`config.mk`:
```
export PLATFORM = sky130hd
export DESIGN_NAME = serial_frame_decrypt_flat
export DESIGN_NICKNAME = d
export VERILOG_FILES = /design/src/rtl/serial_frame_decrypt_pkg.sv /design/src/rtl/serial_frame_decrypt_if.sv /design/src/rtl/serial_frame_decrypt_lfsr_keystream.sv /design/src/rtl/serial_frame_decrypt.sv /design/src/flat_wrapper.sv
export SDC_FILE = /design/constraint.sdc
export NUM_CORES = 1
export LEC_CHECK = 0
export CAP_MARGIN = 20
export CORE_ASPECT_RATIO = 0.5
export CORE_MARGIN = 5
export CORE_UTILIZATION = 61
export DETAILED_ROUTE_END_ITERATION = 8
export DONT_BUFFER_PORTS = 1
export PLACE_DENSITY_LB_ADDON = 0.2
export SETUP_SLACK_MARGIN = 0.1
export SYNTH_ARGS = -nofsm -noshare
export SYNTH_HDL_FRONTEND = slang
export SYNTH_SLANG_ARGS = --single-unit
```
`constraint.sdc`:
```
create_clock -name clk -period 2.3 [get_ports clk]
set_input_delay 0.575 -clock clk [delete_from_list [all_inputs] [get_ports clk]]
set_output_delay 0.575 -clock clk [all_outputs]
set_load 0.02 [all_outputs]
```
`src/rtl/serial_frame_decrypt_pkg.sv`:
```
// rtl/serial_frame_decrypt_pkg.sv - shared types, defaults and helpers for the frame decrypt path
package serial_frame_decrypt_pkg;

  typedef enum logic [0:0] {
    ST_HUNT = 1'b0,
    ST_RECV = 1'b1
  } state_t;

  localparam logic [3:0] DEF_SYNC_WORD = 4'b1011;
  localparam logic [7:0] DEF_KEY_SEED  = 8'hA5;
  localparam logic [7:0] DEF_KEY_TAPS  = 8'hB8;

  function automatic int frame_len(input int addr_w, input int data_w);
    return addr_w + data_w + 1;
  endfunction

  // Right-shifting Fibonacci step; callers pass the state zero-extended to 32 bits.
  function automatic logic [31:0] lfsr_next(input logic [31:0] s, input logic [31:0] taps,
                                            input int key_w);
    logic fb;
    fb = ^(s & taps);
    return (s >> 1) | (32'(fb) << (key_w - 1));
  endfunction

endpackage

```
`src/rtl/serial_frame_decrypt_if.sv`:
```
// rtl/serial_frame_decrypt_if.sv - serial input and decoded output bundle
interface serial_frame_decrypt_if #(
  parameter int ADDR_W = 4,
  parameter int DATA_W = 4
);
  logic              ena;
  logic              data_enc;
  logic              clk_div;
  logic [ADDR_W-1:0] addr_out;
  logic [DATA_W-1:0] data_out;
  logic              frame_valid;
  logic              par_err;

  modport master (
    output ena, data_enc,
    input  clk_div, addr_out, data_out, frame_valid, par_err
  );

  modport slave (
    input  ena, data_enc,
    output clk_div, addr_out, data_out, frame_valid, par_err
  );
endinterface

```
`src/rtl/serial_frame_decrypt_lfsr_keystream.sv`:
```
// rtl/serial_frame_decrypt_lfsr_keystream.sv - reloadable LFSR keystream generator
module lfsr_keystream
  import serial_frame_decrypt_pkg::*;
#(
  parameter int              KEY_W    = 8,
  parameter logic [KEY_W-1:0] KEY_SEED = KEY_W'(DEF_KEY_SEED),
  parameter logic [KEY_W-1:0] KEY_TAPS = KEY_W'(DEF_KEY_TAPS)
) (
  input  logic clk,
  input  logic rst_n,
  input  logic i_load,
  input  logic i_step,
  output logic o_ks_bit
);

  logic [KEY_W-1:0] r_lfsr;

  if (KEY_W < 3 || KEY_W > 32) begin : g_bad_width
    $error("lfsr_keystream: KEY_W must be within 3..32");
  end
  if (KEY_SEED == '0) begin : g_bad_seed
    $error("lfsr_keystream: KEY_SEED must be nonzero");
  end

  always_ff @(posedge clk or negedge rst_n) begin
    if (!rst_n) begin
      r_lfsr <= KEY_SEED;
    end else if (i_load) begin
      r_lfsr <= KEY_SEED;
    end else if (i_step) begin
      r_lfsr <= KEY_W'(lfsr_next(32'(r_lfsr), 32'(KEY_TAPS), KEY_W));
    end
  end

  assign o_ks_bit = r_lfsr[0];

endmodule

```
`src/rtl/serial_frame_decrypt.sv`:
```
// rtl/serial_frame_decrypt.sv - sync hunt, keystream decrypt, deframe and parity check
module serial_frame_decrypt
  import serial_frame_decrypt_pkg::*;
#(
  parameter int               ADDR_W    = 4,
  parameter int               DATA_W    = 4,
  parameter int               SYNC_W    = 4,
  parameter logic [SYNC_W-1:0] SYNC_WORD = SYNC_W'(DEF_SYNC_WORD),
  parameter int               KEY_W     = 8,
  parameter logic [KEY_W-1:0]  KEY_SEED  = KEY_W'(DEF_KEY_SEED),
  parameter logic [KEY_W-1:0]  KEY_TAPS  = KEY_W'(DEF_KEY_TAPS),
  parameter int               DIV_HALF  = 4
) (
  input  logic                 clk,
  input  logic                 rst_n,
  serial_frame_decrypt_if.slave bus
);

  localparam int N     = frame_len(ADDR_W, DATA_W);
  localparam int CNT_W = $clog2(N);
  localparam int DIV_W = (DIV_HALF > 1) ? $clog2(DIV_HALF) : 1;

  if (ADDR_W < 1 || DATA_W < 1 || SYNC_W < 2 || DIV_HALF < 1) begin : g_bad_param
    $error("serial_frame_decrypt: parameter out of range");
  end

  state_t              r_state;
  state_t              w_state_nxt;
  logic [SYNC_W-2:0]   r_sync_sr;
  logic [N-2:0]        r_payload;
  logic [CNT_W-1:0]    r_cnt;
  logic [DIV_W-1:0]    r_div_cnt;
  logic                r_clk_div;
  logic [ADDR_W-1:0]   r_addr;
  logic [DATA_W-1:0]   r_data;
  logic                r_frame_valid;
  logic                r_par_err;

  logic [SYNC_W-1:0]   w_sync_cand;
  logic                w_match;
  logic                w_ks;
  logic                w_plain;
  logic [N-1:0]        w_frame;
  logic                w_last;
  logic                w_lfsr_load;
  logic                w_lfsr_step;
  logic                w_frame_done;

  assign w_sync_cand = {r_sync_sr, bus.data_enc};
  assign w_match     = (w_sync_cand == SYNC_WORD);
  assign w_plain     = bus.data_enc ^ w_ks;
  assign w_frame     = {r_payload, w_plain};
  assign w_last      = (r_cnt == CNT_W'(N - 1));

  lfsr_keystream #(
    .KEY_W    (KEY_W),
    .KEY_SEED (KEY_SEED),
    .KEY_TAPS (KEY_TAPS)
  ) u_keystream (
    .clk      (clk),
    .rst_n    (rst_n),
    .i_load   (w_lfsr_load),
    .i_step   (w_lfsr_step),
    .o_ks_bit (w_ks)
  );

  always_ff @(posedge clk or negedge rst_n) begin
    if (!rst_n) begin
      r_state <= ST_HUNT;
    end else begin
      r_state <= w_state_nxt;
    end
  end

  always_comb begin
    w_state_nxt  = r_state;
    w_lfsr_load  = 1'b0;
    w_lfsr_step  = 1'b0;
    w_frame_done = 1'b0;
    if (bus.ena) begin
      case (r_state)
        ST_HUNT: begin
          if (w_match) begin
            w_state_nxt = ST_RECV;
            w_lfsr_load = 1'b1;
          end
        end
        ST_RECV: begin
          w_lfsr_step = 1'b1;
          if (w_last) begin
            w_state_nxt  = ST_HUNT;
            w_frame_done = 1'b1;
          end
        end
        default: w_state_nxt = ST_HUNT;
      endcase
    end
  end

  // Pulses drop every clk regardless of ena; everything else is frozen when ena=0.
  always_ff @(posedge clk or negedge rst_n) begin
    if (!rst_n) begin
      r_sync_sr     <= '0;
      r_payload     <= '0;
      r_cnt         <= '0;
      r_addr        <= '0;
      r_data        <= '0;
      r_frame_valid <= 1'b0;
      r_par_err     <= 1'b0;
    end else begin
      r_frame_valid <= 1'b0;
      r_par_err     <= 1'b0;
      if (bus.ena) begin
        if (r_state == ST_HUNT) begin
          r_sync_sr <= w_sync_cand[SYNC_W-2:0];
          if (w_match) begin
            r_cnt <= '0;
          end
        end else begin
          r_payload <= w_frame[N-2:0];
          r_cnt     <= r_cnt + 1'b1;
          if (w_frame_done) begin
            r_cnt     <= '0;
            r_sync_sr <= '0;
            if (^w_frame == 1'b0) begin
              r_addr        <= w_frame[N-1 -: ADDR_W];
              r_data        <= w_frame[DATA_W:1];
              r_frame_valid <= 1'b1;
            end else begin
              r_par_err <= 1'b1;
            end
          end
        end
      end
    end
  end

  always_ff @(posedge clk or negedge rst_n) begin
    if (!rst_n) begin
      r_div_cnt <= '0;
      r_clk_div <= 1'b0;
    end else if (bus.ena) begin
      if (r_div_cnt == DIV_W'(DIV_HALF - 1)) begin
        r_div_cnt <= '0;
        r_clk_div <= ~r_clk_div;
      end else begin
        r_div_cnt <= r_div_cnt + 1'b1;
      end
    end
  end

  assign bus.clk_div     = r_clk_div;
  assign bus.addr_out    = r_addr;
  assign bus.data_out    = r_data;
  assign bus.frame_valid = r_frame_valid;
  assign bus.par_err     = r_par_err;

endmodule

```
`src/flat_wrapper.sv`:
```
// flat-port wrapper written by rule: the top's interface ports become plain ports
module serial_frame_decrypt_flat import serial_frame_decrypt_pkg::*;
#(
  parameter int               ADDR_W    = 4,
  parameter int               DATA_W    = 4,
  parameter int               SYNC_W    = 4,
  parameter logic [SYNC_W-1:0] SYNC_WORD = SYNC_W'(DEF_SYNC_WORD),
  parameter int               KEY_W     = 8,
  parameter logic [KEY_W-1:0]  KEY_SEED  = KEY_W'(DEF_KEY_SEED),
  parameter logic [KEY_W-1:0]  KEY_TAPS  = KEY_W'(DEF_KEY_TAPS),
  parameter int               DIV_HALF  = 4
)
  (clk, rst_n, bus_ena, bus_data_enc, bus_clk_div, bus_addr_out, bus_data_out, bus_frame_valid, bus_par_err);
  serial_frame_decrypt_if #(.ADDR_W(ADDR_W), .DATA_W(DATA_W)) bus_i ();
  input  logic clk;
  input  logic rst_n;
  input wire logic [$bits(bus_i.ena)-1:0] bus_ena;
  input wire logic [$bits(bus_i.data_enc)-1:0] bus_data_enc;
  output wire logic [$bits(bus_i.clk_div)-1:0] bus_clk_div;
  output wire logic [$bits(bus_i.addr_out)-1:0] bus_addr_out;
  output wire logic [$bits(bus_i.data_out)-1:0] bus_data_out;
  output wire logic [$bits(bus_i.frame_valid)-1:0] bus_frame_valid;
  output wire logic [$bits(bus_i.par_err)-1:0] bus_par_err;
  assign bus_i.ena = bus_ena;
  assign bus_i.data_enc = bus_data_enc;
  assign bus_clk_div = bus_i.clk_div;
  assign bus_addr_out = bus_i.addr_out;
  assign bus_data_out = bus_i.data_out;
  assign bus_frame_valid = bus_i.frame_valid;
  assign bus_par_err = bus_i.par_err;
  serial_frame_decrypt #(.ADDR_W(ADDR_W), .DATA_W(DATA_W), .SYNC_W(SYNC_W), .SYNC_WORD(SYNC_WORD), .KEY_W(KEY_W), .KEY_SEED(KEY_SEED), .KEY_TAPS(KEY_TAPS), .DIV_HALF(DIV_HALF)) u_core (.clk(clk), .rst_n(rst_n), .bus(bus_i));
endmodule
```
# Yosys cells after proc, flatten, opt, wreduce, memory -nomap -nowiden
# Index checks and enable logic that the tools add are counted.
# W data, S select, Z words.
dict set report classes {
  n_addsub 2
  n_mux 26
  n_eq_ne 4
  n_reduce_logical 9
  n_bitwise 5
}
# operator n
set op_table {}
lappend op_table {{$reduce_xor A32 Y1} 1}
lappend op_table {{$mux W1} 17}
lappend op_table {{$mux W8} 2}
lappend op_table {{$mux W4} 3}
lappend op_table {{$reduce_xor A9 Y1} 1}
lappend op_table {{$eq A4 B4 Y1 const B} 2}
lappend op_table {{$or A7 B8 Y8} 1}
lappend op_table {{$reduce_and A2 Y1} 4}
lappend op_table {{$mux W3} 2}
lappend op_table {{$add A4 B1 Y4 const B} 1}
lappend op_table {{$reduce_and A4 Y1} 1}
lappend op_table {{$reduce_bool A2 Y1} 2}
lappend op_table {{$not A1 Y1} 3}
lappend op_table {{$add A2 B1 Y2 const B} 1}
lappend op_table {{$eq A2 B2 Y1 const B} 1}
lappend op_table {{$mux W2} 1}
lappend op_table {{$ne A2 B2 Y1 const B} 1}
lappend op_table {{$pmux W1 S2} 1}
lappend op_table {{$xor A1 B1 Y1} 1}
dict set report word_totals {
  register_bits 37
  elab_cells 57
  output_inout_bits 11
}

# Logic depth before layout (Yosys ltp)
# Gate-level depths: netlist (run 1).
dict set report logic_depth {
  word_depth 7
  ltp_mapped 7
  mapped_depth_nobuf 7
}

# Cells and area by module
# From an unflattened synthesis (run 1), not the netlist that was laid out.
dict set report unflattened {
  hier_cells 128
  area_unflattened_um2 1645.3
}
# module n_inst cells_per_inst area_per_inst_um2
set modules_own_cells {}
lappend modules_own_cells {serial_frame_decrypt 1 99 1285.0}
lappend modules_own_cells {lfsr_keystream 1 29 360.3}

# Worst setup path before layout (run 1)
# OpenSTA, ideal clock, no wires.
dict set report synth_path {
  path_type {in2reg}
  start {in bus_data_enc}
  end {reg u_core.r_addr[0] (netlist: u_core.bus.addr_out[0])}
  n_path_buf 0
  arrival_time_ps 1858
  cell_stages 5
  path_slack_ps 317
  path_cell_list {xor2_1 > xnor3_1 > xnor2_2 > nand2_4 > mux2_4}
}
dict set report synth_via {
  elab_chain_cells 4
}
# item line_no
set synth_lines {}
lappend synth_lines {{from (decl)} flat_wrapper.sv:18} ;# input wire logic [$bits(bus_i.data_enc)-1:0] bus_data_enc;
lappend synth_lines {{$xor A1 B1 Y1} serial_frame_decrypt.sv:51} ;# assign w_plain = bus.data_enc ^ w_ks;
lappend synth_lines {{$reduce_xor A9 Y1} serial_frame_decrypt.sv:125} ;# if (^w_frame == 1'b0) begin
lappend synth_lines {{$not A1 Y1 (no source line)} n/a}
lappend synth_lines {{$reduce_and A4 Y1 (no source line)} n/a}
lappend synth_lines {{to (signal assigned)} serial_frame_decrypt.sv:126} ;# r_addr <= w_frame[N-1 -: ADDR_W];
lappend synth_lines {{to (decl)} serial_frame_decrypt.sv:34} ;# logic [ADDR_W-1:0] r_addr;
# Every way passes these cells.
# A chain may end at the register's enable or synchronous reset.

# Final worst setup path (run 1)
dict set report layout_path {
  start {reg u_core.u_keystream.r_lfsr[0]}
  end {reg u_core.r_addr[2] (netlist: u_core.bus.addr_out[2])}
}
dict set report layout_via {
  elab_chain_cells 4
}
# item line_no
set layout_lines {}
lappend layout_lines {{from (decl)} serial_frame_decrypt_lfsr_keystream.sv:16} ;# logic [KEY_W-1:0] r_lfsr;
lappend layout_lines {{from (signal assigned)} serial_frame_decrypt_lfsr_keystream.sv:31} ;# r_lfsr <= KEY_W'(lfsr_next(32'(r_lfsr), 32'(KEY_TAPS), KEY_W));
lappend layout_lines {{$xor A1 B1 Y1} serial_frame_decrypt.sv:51}
lappend layout_lines {{$reduce_xor A9 Y1} serial_frame_decrypt.sv:125}
lappend layout_lines {{$not A1 Y1 (no source line)} n/a}
lappend layout_lines {{$reduce_and A4 Y1 (no source line)} n/a}
# Every way passes these cells.

==> results of run 1 <==
critical path, cell delays in order (launching register included):
cell and delay, ns:
dfstp_2 0.54, xor2_1 0.20, xnor3_1 0.47, xnor2_2 0.24, nand2_4 0.16, mux2_4 0.34
registers in the layout, summed over array words and instances (netlist names):
signal and cells:
u_core.r_payload 8, u_core.u_keystream.r_lfsr 8, u_core.bus.addr_out 4, u_core.bus.data_out 4, u_core.r_cnt 4, u_core.r_sync_sr 3, u_core.r_div_cnt 2, u_core.bus.clk_div 1
u_core.bus.frame_valid 1, u_core.bus.par_err 1, u_core.r_state 1
cells in the mapped netlist:
library cell / count
mux2_4: 8
or2_2: 1
a21oi_1: 3
dfstp_2: 4
o21ai_0: 8
nor2_1: 4
nand2_4: 1
nand2_1: 34
xnor2_1: 8
nand3_1: 3
nor2b_1: 6
and4b_1: 1
clkbuf_1: 6
a22o_1: 8
xor2_1: 1
xnor3_1: 1
nor3_1: 1
ha_1: 3
dfrtp_1: 33
inv_1: 3
and2_1: 1
mux2_2: 2
xnor2_2: 1
o31ai_1: 2
layout make-up:
class	count	area, um2	share of cell area (%)
Multi-Input combinational cell	97	672	37.4
Inverter	3	11.3	0.627
Sequential cell	37	931	51.8
Tap cell	37	46.3	2.58
Timing Repair Buffer	3	35.0	1.95
Clock inverter	1	5.00	0.279
Clock buffer	7	96.3	5.36
routing by layer:
| metal | share of wire [%] | global-route usage [%] | up-vias |
|---|---|---|---|
| met5 | 0 | 0 | - |
| met4 | 1.0 | 6.51 | 0 |
| met1 | 48 | 23.1 | 514 |
| li1 | - | - | 487 |
| met3 | 5.1 | 6.25 | 4 |
| met2 | 46 | 29.0 | 22 |
power breakdown:
part | switching, mW | total (mW) | internal [mW]
Sequential | 0.240 | 1.14 | 0.895
Combinational | 0.396 | 0.838 | 0.442
Clock | 0.215 | 0.486 | 0.271
Total | 0.852 | 2.46 | 1.61
worst max path at each step:
| stage | from | to | slack (ns) |
|---|---|---|---|
| finish | u_core.u_keystream.r_lfsr[0] | u_core.bus.addr_out[2] | 0.23 |
| floorplan | bus_data_enc | u_core.bus.addr_out[0] | 0.32 |
| global route | u_core.u_keystream.r_lfsr[0] | u_core.bus.addr_out[2] | 0.14 |
| global placement | bus_data_enc | u_core.bus.data_out[2] | 0.24 |
| detailed placement | bus_data_enc | u_core.bus.data_out[3] | 0.19 |
| CTS | u_core.u_keystream.r_lfsr[0] | u_core.bus.data_out[3] | 0.22 |
logic make-up after synthesis:
family                     count (synthesis)
xor gates and xnor gates                  11
and+or+nand+nor                           52
DFF                                       37
buffers and inverters                      9
AOI/OAI and AO/OA                         21
muxes                                     10
adders and majority gates                  3
==> summary.txt, run 1 <==
Timing
  • Hold Vio Cnt, Final: 0
  • RSZ-0062 raised after global routing: no
  • Max_slew headroom: 64.5%
  • Hold_ws: 0.115 ns
  • Final max-slew violation count: 0
  • Setup violators final: 0
  • Max Fclk: 484 MHz
  • Tmin final: 2.07 ns
  • Least-Margin Pin Slew: 0.532 ns
  • Final period util: 89.9%
  • Post-layout worst setup margin: 0.232 ns
  • TNS Setup: 0 ns
  • Worst Skew: 0.00552 ns

Detailed routing
  • Drt wl/cell: 16.0 um
  • Vias post-DR: 1027
  • 1st-pass router iterations: 4
  • Vias/cell: 5.55
  • DRC violations left: 0
  • Iter 0 DRT Violations: 41
  • Final ANT Viol Nets: 0
  • Routed WL: 2960 um

Place
  • Post-DP Area: 1680 um2
  • Port Buffer Count: 0
  • Dpl hpwl: 1830 um
  • Pre-CTS setup slack: 0.188 ns
  • Post-placement cell count: 176
  • RD Place Congestion: 0.731

Clock network
  • Postcts setup bufs: 0
  • Post-CTS Hold Buffers: 1
  • Clock transition at the registers of the reported paths: 0.07 ns
  • Htree depth: 2
  • CTS tree: built
  • CTS sink count: 37
  • Clock latency at the later pin of the worst-skew pair: 0.28 ns
  • Post-CTS Resized: 0
  • Longest Clk Path Bufs: 2
  • CTS Root Cell: clkbuf_8
  • CTS buffer count: 5

Layout
  • Most common cell after layout, fill and taps aside: nand2_1
  • N_diodes: 0
  • Post-route cell area: 1800 um2
  • P&R area growth vs syn: 9.79%
  • Layout net count: 154
  • Finished Layout Cells: 185
  • Ratio of cells with drive above 1 in the final layout: 18.9%
  • Most frequent cells in the layout: nand2_1 (34), dfrtp_1 (33)
  • Fillers: 182
  • Final Util: 69.5%

Synthesis
  • Mux contribution to synthesized area: 8.72%
  • Post-synthesis register bit count: 37
  • Cells after synthesis: 143
  • Mapped cell area: 1640 um2
  • Count of cell types in the netlist: 24
  • Post-synthesis adder-cell area fraction: 2.29%
  • Simple-gate area share of the yosys netlist: 14.3%
  • Synthesis warning total: 0
  • Largest family of logic cells by synthesized area: simple AND/OR/NAND/NOR gates
  • Synth Area in Compound Gates: 8.56%
  • Synth top area share: 50.5%
  • Dominant cell type by area after synthesis: dfrtp_1
  • Net count after synthesis: 150
  • Synthesized area per cell: 11.4 um2
  • Post-Synth XOR/XNOR Area: 7.19%
  • Sequential share of the synthesized area: 56.9%
  • Synth area leaders: dfrtp_1 (50%), nand2_1 (7.8%), mux2_4 (7.3%)

Status
  • Outcome: finished clean

GRT
  • First-pass GRT wire length: 5100 um
  • GRT Total Usage: 18.0%
  • Initial antenna violation count: 0
  • Largest net degree at the start of global routing: 34
  • Vias in the first global route: 991
  • Grt ovf: 0

Power and ir drop
  • Power per Cell Area: 1370 nW/um2
  • LEAKAGE: 0.904 nW
  • Max IR drop VDD: 0.000723 V
  • Total Power: 2.46 mW

Worst setup path
  • WP data arrival: 2.23 ns
  • Critical path data required time: 2.46 ns
  • Worst Reg-to-Reg Cells: 5
  • R2R Setup Slk: 0.23 ns
  • Reg2reg end: u_core.bus.addr_out[2]
  • Highest fanout seen on the critical path: 9
  • Crit path capture type: register
  • Reg-to-Reg Start: u_core.u_keystream.r_lfsr[0]
  • CP Launch Type: register
  • Critical path type: reg -> reg

Floorplan
  • IO Pins: 15
  • Initial core utilization: 63.3%
  • Die area: 3880 um2
  • Die height: 46.6 um
  • FP Rows: 13
  • CORE AREA: 2590 um2
  • Die Wd: 83.3 um

Min path
  • Hold Path Class: in -> async

Job
  • Max_cap viols: 0
Note: power is estimated with default switching activity, not from simulation.
==> run 2, diff against run 1 <==
--- a/config.mk
+++ b/config.mk
@@ -5,7 +5,6 @@
 export SDC_FILE = /design/constraint.sdc
 export NUM_CORES = 1
 export LEC_CHECK = 0
-export CAP_MARGIN = 20
 export CORE_ASPECT_RATIO = 0.5
 export CORE_MARGIN = 5
 export CORE_UTILIZATION = 61
==> results of run 2 <==
Same layout as run 1: the final DEF is identical, and so are final timing and power.
